File: src/rtl/iobus_timer_multi.sv
// Multi-channel timer-counter on the Otter I/O bus.
// Each channel: prescaler, reload, periodic/one-shot mode, IE and pending flag.
// Optional input capture is built when TIMER_CAPTURE_EN is defined.
module iobus_timer_multi #(
  parameter int unsigned N_CH      = 4,
  parameter int unsigned CNT_W     = 32,
  parameter int unsigned PRE_W     = 8,
  parameter logic [31:0] BASE_ADDR = 32'h1100D000
) (
  input  logic            clk,
  input  logic            rst_n,
`ifdef TIMER_CAPTURE_EN
  input  logic [N_CH-1:0] cap_in,
`endif
  input  logic [31:0]     iobus_addr,
  input  logic [31:0]     iobus_out,
  input  logic            iobus_wr,
  output logic [31:0]     iobus_in,
  output logic            rd_hit,
  output logic            tc_intr
);

  localparam logic [31:0] StatusOff = 32'(16 * N_CH);

  logic [N_CH-1:0]  en_q, en_d;
  logic [N_CH-1:0]  mode_q, mode_d;
  logic [N_CH-1:0]  ie_q, ie_d;
  logic [N_CH-1:0]  pend_q, pend_d;
  logic [PRE_W-1:0] pre_q [N_CH];
  logic [PRE_W-1:0] pre_d [N_CH];
  logic [PRE_W-1:0] psc_q [N_CH];
  logic [PRE_W-1:0] psc_d [N_CH];
  logic [CNT_W-1:0] reload_q [N_CH];
  logic [CNT_W-1:0] reload_d [N_CH];
  logic [CNT_W-1:0] count_q [N_CH];
  logic [CNT_W-1:0] count_d [N_CH];

`ifdef TIMER_CAPTURE_EN
  logic [CNT_W-1:0] cap_q [N_CH];
  logic [CNT_W-1:0] cap_d [N_CH];
  logic [N_CH-1:0]  cap_s1_q, cap_s2_q, cap_s3_q;
  logic [N_CH-1:0]  cap_rise;
`endif

  // Address decode: offset from base, word-aligned, at or below STATUS.
  logic [31:0] off;
  logic        hit;
  logic        is_status;
  logic [1:0]  reg_sel;

  assign off       = iobus_addr - BASE_ADDR;
  assign hit       = (off[1:0] == 2'b00) && (off <= StatusOff);
  assign is_status = hit && (off == StatusOff);
  assign reg_sel   = off[3:2];
  assign rd_hit    = hit;

`ifdef TIMER_CAPTURE_EN
  // Edge detect on the synchronised capture inputs.
  assign cap_rise = cap_s2_q & ~cap_s3_q;
`endif

  // Level interrupt from registered pending and enable state.
  assign tc_intr = |(pend_q & ie_q);

  // Combinational read mux.
  always_comb begin
    iobus_in = '0;
    if (is_status) begin
      iobus_in[N_CH-1:0] = pend_q;
    end else if (hit) begin
      for (int unsigned c = 0; c < N_CH; c++) begin
        if (off[31:4] == 28'(c)) begin
          unique case (reg_sel)
            2'd0: begin
              iobus_in[0]         = en_q[c];
              iobus_in[1]         = mode_q[c];
              iobus_in[2]         = ie_q[c];
              iobus_in[3]         = pend_q[c];
              iobus_in[8 +: PRE_W] = pre_q[c];
            end
            2'd1: iobus_in[CNT_W-1:0] = reload_q[c];
            2'd2: iobus_in[CNT_W-1:0] = count_q[c];
            2'd3: begin
`ifdef TIMER_CAPTURE_EN
              iobus_in[CNT_W-1:0] = cap_q[c];
`endif
            end
            default: iobus_in = '0;
          endcase
        end
      end
    end
  end

  // Per-channel next state: prescaler/count progression, then bus writes override.
  always_comb begin
    en_d     = en_q;
    mode_d   = mode_q;
    ie_d     = ie_q;
    pend_d   = pend_q;
    pre_d    = pre_q;
    psc_d    = psc_q;
    reload_d = reload_q;
    count_d  = count_q;
`ifdef TIMER_CAPTURE_EN
    cap_d    = cap_q;
`endif
    for (int unsigned c = 0; c < N_CH; c++) begin : g_ch
      logic ch_sel;
      logic tick;
      logic set_ev;
      logic clr_ev;
      ch_sel = hit && !is_status && (off[31:4] == 28'(c));
      tick   = en_q[c] && (psc_q[c] == pre_q[c]);
      set_ev = 1'b0;

      if (en_q[c]) begin
        psc_d[c] = tick ? '0 : psc_q[c] + PRE_W'(1);
      end

      if (tick) begin
        if (count_q[c] != '0) begin
          count_d[c] = count_q[c] - CNT_W'(1);
        end else begin
          set_ev = 1'b1;
          if (mode_q[c]) begin
            en_d[c] = 1'b0;
          end else begin
            count_d[c] = reload_q[c];
          end
        end
      end

`ifdef TIMER_CAPTURE_EN
      // Latches the pre-tick count.
      if (cap_rise[c]) begin
        cap_d[c] = count_q[c];
        set_ev   = 1'b1;
      end
`endif

      clr_ev = (iobus_wr && ch_sel && (reg_sel == 2'd0) && iobus_out[3]) ||
               (iobus_wr && is_status && iobus_out[c]);

      if (iobus_wr && ch_sel && (reg_sel == 2'd0)) begin
        en_d[c]   = iobus_out[0];
        mode_d[c] = iobus_out[1];
        ie_d[c]   = iobus_out[2];
        pre_d[c]  = iobus_out[8 +: PRE_W];
        if (!en_q[c] && iobus_out[0]) begin
          psc_d[c] = '0;
        end
      end

      // Reload write beats a same-edge tick.
      if (iobus_wr && ch_sel && (reg_sel == 2'd1)) begin
        reload_d[c] = iobus_out[CNT_W-1:0];
        count_d[c]  = iobus_out[CNT_W-1:0];
        psc_d[c]    = '0;
      end

      // Event set beats software clear.
      if (set_ev) begin
        pend_d[c] = 1'b1;
      end else if (clr_ev) begin
        pend_d[c] = 1'b0;
      end
    end
  end

  // State registers.
  always_ff @(posedge clk or negedge rst_n) begin
    if (!rst_n) begin
      en_q     <= '0;
      mode_q   <= '0;
      ie_q     <= '0;
      pend_q   <= '0;
      pre_q    <= '{default: '0};
      psc_q    <= '{default: '0};
      reload_q <= '{default: '0};
      count_q  <= '{default: '0};
    end else begin
      en_q     <= en_d;
      mode_q   <= mode_d;
      ie_q     <= ie_d;
      pend_q   <= pend_d;
      pre_q    <= pre_d;
      psc_q    <= psc_d;
      reload_q <= reload_d;
      count_q  <= count_d;
    end
  end

`ifdef TIMER_CAPTURE_EN
  // Capture registers and two-flop synchroniser plus edge-detect stage.
  always_ff @(posedge clk or negedge rst_n) begin
    if (!rst_n) begin
      cap_q    <= '{default: '0};
      cap_s1_q <= '0;
      cap_s2_q <= '0;
      cap_s3_q <= '0;
    end else begin
      cap_q    <= cap_d;
      cap_s1_q <= cap_in;
      cap_s2_q <= cap_s1_q;
      cap_s3_q <= cap_s2_q;
    end
  end
`endif

endmodule

File: config.mk
export PLATFORM = sky130hd
export DESIGN_NAME = iobus_timer_multi
export DESIGN_NICKNAME = d
export VERILOG_FILES = /design/src/rtl/iobus_timer_multi.sv
export SDC_FILE = /design/constraint.sdc
export NUM_CORES = 1
export LEC_CHECK = 0
export CORE_MARGIN = 2
export CORE_UTILIZATION = 50
export CTS_CLUSTER_DIAMETER = 60
export DETAILED_ROUTE_END_ITERATION = 6
export PLACE_DENSITY = 0.72
export SLEW_MARGIN = 20
export SYNTH_ARGS = -nofsm -noshare
export SYNTH_HDL_FRONTEND = slang
export SYNTH_SLANG_ARGS = --single-unit
File: constraint.sdc
create_clock -name clk -period 4.35 [get_ports clk]
set_clock_uncertainty 0.1 [all_clocks]
set_input_delay 0.87 -clock clk [delete_from_list [all_inputs] [get_ports clk]]
set_output_delay 0.87 -clock clk [all_outputs]
set_load 0.005 [all_outputs]
==> results.py <==
metrics = {
    "final_layout": {
        "area_growth_pct": 18.92,
        "nets": 2758,
        "final_layout_size_suffix_gt1_share_pct": 13.72,
        "layout.cells.non_filler": 3238,
        "post-route-util_pct": 60.27,
        "nFillCells": 3579,
        "final_cell_mix": "nand2_1 (491), dfrtp_1 (336), nor2_1 (242), a21oi_1 (204), buf_4 (157)",
        "final_common_cell": "nand2_1",
        "fin_area_sq_um": 24610,
    },
    "sta": {
        "slew_violations": 0,
        "worst_slack_ns": 0.03633,
        "fmax_mhz": 231.8,
        "setup_violations": 0,
        "post-route-period-util_pct": 99.16,
        "setup_tns_ns": 0,
        "tightest_slew_ns": 1.154,
        "hold_viol": 0,
        "timing.final.crit_period_ns": 4.314,
        "whs_ns": 0.2219,
        "max_slew_margin_pct": 22.85,
    },
    "setup_path": {
        "slowest_delay_ns": 0.54,
        "crit_path_start_kind": "primary input",
        "r2r-end": "count_q[93]",
        "worst-setup-path-type": "primary input to output pin",
        "path_max_fanout": 10,
        "cp-end-kind": "output pin",
        "crit_arrival_ns": 3.34,
        "r2r_slack_ns": 1.04,
        "crit_slowest_cell": "or4_4",
        "rr_worst_depth": 9,
        "reg2reg_from": "count_q[92]",
        "required_ns": 3.38,
        "crit_chain": "clkdlybuf4s50_1 > nor2_2 > nand3_2 > or4_4 > nor2_4 > and3_4 > nand4_1 > buf_6 > bufbuf_16 > nor2_1 > clkdlybuf4s15_1",
    },
    "synth": {
        "ys.flop_type": "dfrtp_1",
        "syn_inst": 2538,
        "synthesis.area_sq_um": 20690,
        "syn-num-nets": 2621,
        "yosys_warnings": 0,
        "yosys.area.top_type": "dfrtp_1",
        "synth_edf_count": 0,
        "seq_area_frac_synth_pct": 40.63,
        "synth.distinct_cells": 82,
        "synth_top_area_share_pct": 40.63,
        "synth-async-reset-ratio_pct": 100.0,
        "synth_seq_cells": 336,
        "synth.top_cells.by_area": "dfrtp_1 (41%), nand2_1 (8.9%), a21oi_1 (5.0%)",
        "avgSynthCellArea_sq_um": 8.153,
    },
    "floorplanning": {
        "die_x_um": 207.4,
        "initial_core_util_pct": 50.68,
        "rows": 74,
        "die_h_um": 207.4,
        "ios": 101,
        "die_area_sq_um": 43030,
        "coreArea_sq_um": 40830,
    },
    "run_status": {
        "run_status": "finished with violations",
        "violations": "DRC",
    },
    "global_route": {
        "grtUsageTotal_pct": 35.32,
        "grt_pass1_wl_um": 119700,
        "overflow": 0,
        "grt_max_degree": 103,
        "grt_pass1_vias": 20450,
        "antenna_found_initial": 2,
    },
    "placement": {
        "gp_congestion": 0.9732,
        "pre_cts_ws_ns": -0.4254,
        "portBuffers": 100,
        "placed_cells": 3134,
        "hpwlAfterDp_um": 53400,
        "placed_area_sq_um": 23000,
    },
    "cts": {
        "cts_buffers": 41,
        "cts_buffer_depth": 3,
        "cts-root-buf": "clkbuf_16",
        "insertion_delay_ns": 0.58,
        "htreeDepth": 2,
        "cts_hold_buf": 0,
        "clock_sinks": 336,
        "clk_pin_slew_ns": 0.05,
        "cts_tree": "yes",
    },
    "routing": {
        "routed_wl_um": 77050,
        "routedWlPerCell_um": 23.80,
        "drc_errors": 9,
        "vias": 21320,
        "drt_first_pass_iters": 7,
        "via_per_inst": 6.585,
        "drtIter0Drc": 2786,
        "ant_nets": 0,
    },
    "power": {
        "total_power_mw": 7.188,
        "ir_drop_uv": 264.5,
        "power.density_nw_per_um2": 292.1,
        "leakage_nw": 10.91,
    },
    "job": {
        "cap_viol_max_count": 0,
    },
    "hold_path": {
        "hp-class": "primary input to asynchronous set/reset pin",
    },
}
## cells in the mapped netlist, types with 8 or more instances
cell type  number
nand2_1       491
dfrtp_1       336
nor2_1        247
a21oi_1       207
clkbuf_1      114
o21ai_0        92
o21ai_1        86
o22ai_1        70
a22oi_1        61
nor3_1         61
a221oi_1       53
buf_2          53
inv_1          53
nand3_1        49
mux2_2         42
nand4_1        42
xor2_1         38
a211oi_1       37
nor4_1         36
xnor2_1        28
a31oi_1        21
or3_1          21
a222oi_1       20
a21o_1         17
o21a_1         17
ha_1           16
or4_1          14
and4_1         13
buf_1          13
mux2_1         12
and3_1         11
nand2b_1       11
o211ai_1       11
o2bb2ai_1      11
buf_4           8
mux2i_1         8
o22a_1          8
## worst max-delay path, delay by kind of cell
family | cells | cell delay (ns)
simple gates | 7 | 1.39
buf+inv | 4 | 1.09
## routing by layer
metal  up-vias  routed length (um)  track usage [%]
met5         -                   0                0
met4         0                4031            17.41
met3       241                9312            9.864
li1       9483                   -                -
met1     10330               30200            46.96
met2      1266               33510            53.08
## flip-flops by register name (all words and copies together), names as in the netlist
register,cells
count_q,128
pend_q,4
reload_q,128
mode_q,4
pre_q,32
ie_q,4
en_q,4
psc_q,32
## power breakdown
part | switching (mW) | internal [mW] | total (mW) | leakage, nW
sequential | 0.0136 | 3.13 | 3.15 | 4.05
clock | 1.43 | 2.01 | 3.44 | 0.666
combinational | 0.390 | 0.213 | 0.603 | 6.19
total | 1.84 | 5.35 | 7.19 | 10.9
## cell families (layout without fill, tap and decap cells)
family / after synthesis / in the layout / share of synthesized area [%]
XOR/XNOR: 66 / 66 / 2.794
other: 0 / 1 / 0
flip-flops: 336 / 336 / 40.63
adder cells (fa/ha/maj): 16 / 16 / 0.9675
buffers and inverters: 243 / 410 / 4.946
AO/OA/AOI/OAI: 751 / 751 / 23.17
AND/OR/NAND/NOR: 1063 / 1063 / 24.05
multiplexers: 63 / 63 / 3.435
## timing repair
action | 4_1_cts | 5_1_grt
endpoints found under the setup margin | 33 | 56
cloned | 1 | 0
resized for setup | 83 | 30
pin swaps | 9 | 12
setup buffers | 24 | 5
## area by class of cell
cell class	instances	area [sq um]	share of cell area (%)
Timing Repair Buffer	284	2631	10.69
Clock inverter	10	57.56	0.2339
Antenna cell	1	2.502	0.01017
Clock buffer	63	1271	5.166
Tap cell	532	665.6	2.705
Inverter	53	198.9	0.8085
Sequential cell	336	8408	34.17
Multi-Input combinational cell	1959	11370	46.21
## how the worst max path moves through the flow
stage | from | to
finish | iobus_addr[18] | iobus_in[19]
global placement | iobus_addr[25] | iobus_in[2]
CTS | iobus_addr[13] | iobus_in[8]
floorplan | iobus_addr[24] | iobus_in[10]
detailed placement | iobus_addr[22] | iobus_in[8]
global route | iobus_addr[18] | iobus_in[19]
Power figures use the tool's default switching activity.
